$ cat src/rtl/disp_pkg.sv
// disp_pkg: shared types and seven-segment constants for the display scanner
package disp_pkg;
  typedef enum logic {GUARD, ACTIVE} state_t;
  localparam logic [6:0] SEG_OFF = 7'h7F;
  localparam logic [15:0][6:0] GLYPHS = {
    7'h0E, 7'h06, 7'h21, 7'h46, 7'h03, 7'h08, 7'h10, 7'h00,
    7'h78, 7'h02, 7'h12, 7'h19, 7'h30, 7'h24, 7'h79, 7'h40
  };
endpackage

$ cat src/rtl/disp_scan_4_if.sv
// disp_scan_4_if: display data inputs and anode/segment outputs of the scanner
interface disp_scan_4_if;
  logic [15:0] data_i;
  logic [3:0]  dp_i;
  logic        blank_lz_i;
  logic [3:0]  an_o;
  logic [6:0]  seg_o;
  logic        dp_o;
  logic        frame_o;
  modport master (output data_i, dp_i, blank_lz_i, input an_o, seg_o, dp_o, frame_o);
  modport slave  (input data_i, dp_i, blank_lz_i, output an_o, seg_o, dp_o, frame_o);
endinterface

$ cat src/rtl/seg7_dec.sv
// seg7_dec: hex nibble to active-low seven-segment glyph
module seg7_dec
  import disp_pkg::*;
(
  input  logic [3:0] hex_i,
  output logic [6:0] seg_o
);
  assign seg_o = GLYPHS[hex_i];
endmodule

$ cat src/rtl/disp_scan_4.sv
// disp_scan_4: four-digit multiplexed seven-segment scanner with anode guard time
module disp_scan_4
  import disp_pkg::*;
#(
  parameter int unsigned GUARD_CYC = 4
) (
  input logic clk_i,
  input logic rst_i,
  input logic tick_i,
  disp_scan_4_if.slave bus
);
  localparam logic [7:0] CNT_INIT = 8'(GUARD_CYC - 1);
  logic        tick_q;
  logic [1:0]  idx_q, idx_d;
  state_t      state_q, state_d;
  logic [7:0]  cnt_q, cnt_d;
  logic [15:0] shadow_q, shadow_d;
  logic [3:0]  sdp_q, sdp_d;
  logic [3:0]  an_q, an_d;
  logic [6:0]  seg_q, seg_d;
  logic        dp_q, dp_d;
  logic        frame_q, frame_d;
  logic        adv, wrap, blank;
  logic [15:0] upper;
  logic [3:0]  nib;
  logic [6:0]  glyph;
  assign upper = shadow_q >> {idx_q, 2'b00};
  assign nib = upper[3:0];
  seg7_dec u_dec (.hex_i(nib), .seg_o(glyph));
  // next state; outputs decode from the next FSM state so the digit lights on the transition edge
  always_comb begin
    adv = tick_i & ~tick_q;
    wrap = adv && idx_q == 2'd3;
    idx_d = adv ? idx_q + 2'd1 : idx_q;
    shadow_d = wrap ? bus.data_i : shadow_q;
    sdp_d = wrap ? bus.dp_i : sdp_q;
    frame_d = wrap;
    cnt_d = adv ? CNT_INIT : (state_q == GUARD && cnt_q != 8'd0) ? cnt_q - 8'd1 : cnt_q;
    state_d = adv ? GUARD : (state_q == GUARD && cnt_q == 8'd0) ? ACTIVE : state_q;
    blank = bus.blank_lz_i && idx_q != 2'd0 && upper == 16'h0;
    an_d = state_d == ACTIVE ? ~(4'b0001 << idx_q) : 4'hF;
    seg_d = (state_d == ACTIVE && !blank) ? glyph : SEG_OFF;
    dp_d = state_d == ACTIVE ? ~sdp_q[idx_q] : 1'b1;
  end
  // state and registered outputs; reset wins over any advance
  always_ff @(posedge clk_i) begin
    if (rst_i) begin
      tick_q   <= 1'b0;
      idx_q    <= 2'd0;
      state_q  <= GUARD;
      cnt_q    <= CNT_INIT;
      shadow_q <= 16'h0;
      sdp_q    <= 4'h0;
      an_q     <= 4'hF;
      seg_q    <= SEG_OFF;
      dp_q     <= 1'b1;
      frame_q  <= 1'b0;
    end else begin
      tick_q   <= tick_i;
      idx_q    <= idx_d;
      state_q  <= state_d;
      cnt_q    <= cnt_d;
      shadow_q <= shadow_d;
      sdp_q    <= sdp_d;
      an_q     <= an_d;
      seg_q    <= seg_d;
      dp_q     <= dp_d;
      frame_q  <= frame_d;
    end
  end
  assign bus.an_o = an_q;
  assign bus.seg_o = seg_q;
  assign bus.dp_o = dp_q;
  assign bus.frame_o = frame_q;
endmodule

$ cat src/flat_wrapper.sv
// flat-port wrapper written by rule: the top's interface ports become plain ports
module disp_scan_4_flat import disp_pkg::*;
#(
  parameter int unsigned GUARD_CYC = 4
)
  (clk_i, rst_i, tick_i, bus_data_i, bus_dp_i, bus_blank_lz_i, bus_an_o, bus_seg_o, bus_dp_o, bus_frame_o);
  disp_scan_4_if bus_i ();
  input logic clk_i;
  input logic rst_i;
  input logic tick_i;
  input wire logic [$bits(bus_i.data_i)-1:0] bus_data_i;
  input wire logic [$bits(bus_i.dp_i)-1:0] bus_dp_i;
  input wire logic [$bits(bus_i.blank_lz_i)-1:0] bus_blank_lz_i;
  output wire logic [$bits(bus_i.an_o)-1:0] bus_an_o;
  output wire logic [$bits(bus_i.seg_o)-1:0] bus_seg_o;
  output wire logic [$bits(bus_i.dp_o)-1:0] bus_dp_o;
  output wire logic [$bits(bus_i.frame_o)-1:0] bus_frame_o;
  assign bus_i.data_i = bus_data_i;
  assign bus_i.dp_i = bus_dp_i;
  assign bus_i.blank_lz_i = bus_blank_lz_i;
  assign bus_an_o = bus_i.an_o;
  assign bus_seg_o = bus_i.seg_o;
  assign bus_dp_o = bus_i.dp_o;
  assign bus_frame_o = bus_i.frame_o;
  disp_scan_4 #(.GUARD_CYC(GUARD_CYC)) u_core (.clk_i(clk_i), .rst_i(rst_i), .tick_i(tick_i), .bus(bus_i));
endmodule
$ cat config.mk
export PLATFORM = sky130hd
export DESIGN_NAME = disp_scan_4_flat
export DESIGN_NICKNAME = d
export VERILOG_FILES = /design/src/rtl/disp_pkg.sv /design/src/rtl/disp_scan_4_if.sv /design/src/rtl/seg7_dec.sv /design/src/rtl/disp_scan_4.sv /design/src/flat_wrapper.sv
export SDC_FILE = /design/constraint.sdc
export NUM_CORES = 1
export LEC_CHECK = 0
export ABC_AREA = 0
export BUFFER_PORTS_ARGS = -buffer_cell sky130_fd_sc_hd__buf_2
export CAP_MARGIN = 25
export CORE_ASPECT_RATIO = 1.2
export CORE_UTILIZATION = 44
export CTS_BUF_LIST = sky130_fd_sc_hd__clkbuf_8 sky130_fd_sc_hd__clkbuf_16
export CTS_CLUSTER_DIAMETER = 200
export DETAILED_ROUTE_END_ITERATION = 8
export GPL_TIMING_DRIVEN = 0
export PLACE_DENSITY = 0.69
export SLEW_MARGIN = 20
export SYNTH_ARGS = -nofsm -noshare
export SYNTH_HDL_FRONTEND = slang
export SYNTH_HIERARCHICAL = 1
export SYNTH_SLANG_ARGS = --single-unit
$ cat constraint.sdc
create_clock -name clk_i -period 2.2 [get_ports clk_i]
set_input_delay 0.22 -clock clk_i [delete_from_list [all_inputs] [get_ports clk_i]]
set_output_delay 0.22 -clock clk_i [all_outputs]
set_load 0.02 [all_outputs]
==> run_results.csv <==
group,metric,value,unit
global_route,use_met2,0.3000,
synth,yosysWarnings,6,
synth,synth_nets,276,
critical_path,crit_fanout,7,
power_and_ir_drop,power_frac_comb,0.100,
timing,final.setup.tns,0,ps
power_and_ir_drop,switchingPower,382.1,uW
route,wirelength,4143,um
timing,fin_crit,2170,ps
critical_path,critPathCaptureType,"flip-flop",
placement,place_area,2352,um2
critical_path,worstPathArrival,2340,ps
timing,post-route-period-util,0.9863,
floorplanning,die_h,77.76,um
final_layout,mostFrequentLayoutCell,"nand2_1",
critical_path,critPathLaunchType,"flip-flop",
global_route,grt_usage,0.1758,
synth,yosysTopAreaCellShare,0.4281,
synth,syn-cell-area,2105,um2
clock_tree,clkLatencyLatePin,300,ps
critical_path,worstPathCellList,"buf_8, mux4_2, inv_2, ha_4, inv_2, mux4_2, nor3_2, o21ai_1",
power_and_ir_drop,switching_share,0.2532,
hold_path,min-delay-path-class,"input pin to flip-flop",
timing,relSlewSlack,0.6329,
route,drc,0,
global_route,top_usage_layer,"met2",
clock_tree,cts-root-buf,"clkbuf_8",
synth,synthTopCellsByArea,"dfxtp_1, nand2_1, ha_1",
synth,synth_mux_area_frac,0.09156,
critical_path,worstSetupStartpoint,"u_core/idx_q[0]",
final_layout,layout.cells.most_common_list,"nand2_1, dfxtp_1, buf_2",
global_route,antenna_found_initial,0,
route,viasPerCell,5.011,
synth,yosys.area_share.simple,0.1998,
timing,fmax,460.9,MHz
power_and_ir_drop,clockPowerShare,0.343,
clock_tree,clkSinkCount,45,
synth,yosys.area.top_type,"dfxtp_1",
critical_path,cp_num_cells,8,
synth,synthXorXnorAreaFrac,0.02913,
synth,syn-instance-count,239,
global_route,gr-total-overflow,0,
synth,synth_top_family_by_area,"simple AND/OR/NAND/NOR gates",
critical_path,worstPathRequired,2370,ps
route,drt-pass1-iter-count,4,
floorplanning,fp.coreArea,4594,um2
clock_tree,cts.hold.buffers_added,0,
final_layout,drive_gt1_frac,0.2715,
power_and_ir_drop,ir_drop,527.6,uV
final_layout,nFillCells,459,
timing,max_slew.worst_pin.slew,536.7,ps
timing,holdWs,141.1,ps
critical_path,r2r_end,"u_core/bus.seg_o[3]",
job,cap_violations,0,
route,wl_per_cell,11.87,um
placement,place.gp.congestion,0.8472,
floorplanning,die_x,65.14,um
critical_path,path_buf_inv,3,
floorplanning,die_area,5065,um2
global_route,grt_max_degree,16,
timing,slew_violations,0,
placement,dpl.hpwl,2972,um
timing,hold_viol,0,
run_status,status,"completed",
clock_tree,clkTransAtPathRegs,90,ps
power_and_ir_drop,power.density,590.6,nW/um2
power_and_ir_drop,leakagePower,0.9576,nW
route,ant_nets,0,
global_route,grtUsageMet1,0.2121,
synth,ys_types,34,
synth,seq_area_frac_synth,0.4281,
clock_tree,cts_made_buffers,5,
final_layout,layout.nets,327,
critical_path,reg2reg_from,"u_core/idx_q[0]",
floorplanning,ios,37,
global_route,grt_pass1_wl,7017,um
timing,rsz0062_at_grt,"yes",
critical_path,ff2ff_setup_slack,30,ps
placement,port_buffers,35,
final_layout,antennaDiodeCount,0,
critical_path,critical_path_class,"flip-flop to flip-flop",
global_route,grt_pass1_vias,1608,
clock_tree,cts_buffer_depth,2,
critical_path,critical_path.slowest_cell,"mux4_2",
route,initialDrtViolationCount,122,
floorplanning,num_rows,27,
power_and_ir_drop,p_int,1.127,mW
global_route,grtUsageMet3,0.05000,
synth,synth_compound_area_frac,0.1219,
synth,synthAdderAreaFrac,0.07729,
final_layout,final_area,2555,um2
synth,yosys_register_bits,45,
critical_path,critPathTopFamily,"multiplexers",
clock_tree,htreeDepth,2,
clock_tree,cts_tree,"yes",
final_layout,area_delta_synth_final,21.40,%
critical_path,cp-endpoint,"u_core/bus.seg_o[3]",
floorplanning,start_util,0.4581,
timing,finalSetupViolations,0,
power_and_ir_drop,power_frac_seq,0.558,
route,vias,1749,
synth,syn_avg_cell_area,8.806,um2
critical_path,crit_path_max_incr_delay,580,ps
critical_path,r2r_cells,8,
timing,skew,7.341,ps
## worst register-to-register path, delay by kind of cell, from the launching register on
family	cells	cell delay (ps)
AO/OA/AOI/OAI	1	80
adder cells (fa/ha/maj)	1	130
buffers and inverters	3	260
flip-flops	1	350
multiplexers	2	1030
AND/OR/NAND/NOR	1	180
## timing repair
item	CTS	global route
endpoints found under the setup margin	2	10
gates resized for setup	6	8
pin swaps	0	4
setup buffers	7	3
## worst min path at each step
stage                               start              end  slack [ps]  cells after the start
after floorplan                    tick_i    u_core/tick_q         350                      1
after global placement    u_core/sdp_q[1]  u_core/sdp_q[1]         440                      2
after CTS                          tick_i    u_core/tick_q         140                      2
after detailed placement  u_core/sdp_q[3]  u_core/sdp_q[3]         450                      2
after global routing               tick_i    u_core/tick_q         130                      2
final                              tick_i    u_core/tick_q         140                      2
## area by class of cell
class | count | area [um2] | area share
clock inverter | 3 | 21.27 | 0.008325
clock buffer | 5 | 68.82 | 0.02693
multi-input combinational | 169 | 1129 | 0.4417
timing repair buffer | 45 | 250.2 | 0.09794
inverter | 11 | 41.29 | 0.01616
sequential | 45 | 903.4 | 0.3536
buffer | 13 | 68.82 | 0.02693
tap | 58 | 72.57 | 0.02840
## synthesized netlist by cell type, drive strengths merged
cell,n
a2111oi,3
a211o,1
a211oi,1
a21oi,26
a32o,1
and2,1
buf,3
clkbuf,11
dfxtp,45
ha,13
inv,11
mux2i,5
mux4,6
nand2,50
nand2b,2
nor2,18
nor2b,2
nor3,7
nor3b,1
nor4,4
nor4b,1
o211ai,2
o21ai,10
o2bb2ai,1
or2,3
or3,2
or4,2
xnor2,7
## registers in the layout (all words and copies together) (netlist names)
name                cells
u_core/sdp_q            4
u_core/bus.seg_o        7
u_core/cnt_q            8
u_core/shadow_q        16
u_core/idx_q            2
u_core/bus.an_o         4
u_core/tick_q           1
u_core/bus.dp_o         1
u_core/bus.frame_o      1
u_core/state_q          1
## per-stage QoR
stage	total power [mW]	setup slack [ps]	std cells	util
after CTS	1.520	13.94	346	0.5444
final	1.509	30.10	349	0.5561
after global routing	1.592	-63.82	349	0.5561
after global placement	0.9897	-138.8	332	0.5120
after floorplan	0.9507	6.417	239	-
after detailed placement	0.9941	-167.8	332	0.5120
## power groups by stage
stage          clock network, mW  registers, mW  logic, mW
3_5_place_dp                   0          0.857      0.137
3_3_place_gp                   0          0.856      0.133
5_1_grt                    0.581          0.844      0.167
6_report                   0.517          0.841      0.150
2_1_floorplan                  0          0.857     0.0935
4_1_cts                    0.538          0.841      0.141
## metal layers
layer / share of wire / wire (um)
met3: 0.035 / 147
met4: 0.013 / 55
met5: 0 / 0
met2: 0.50 / 2061
met1: 0.45 / 1879
## kinds of logic after synthesis
logic type	after synthesis
compound gates	45
xor+xnor	7
fa+ha+maj	13
buf+inv	25
flops	45
mux	11
simple gates	93
No activity file was read; power rests on OpenSTA's default activity.
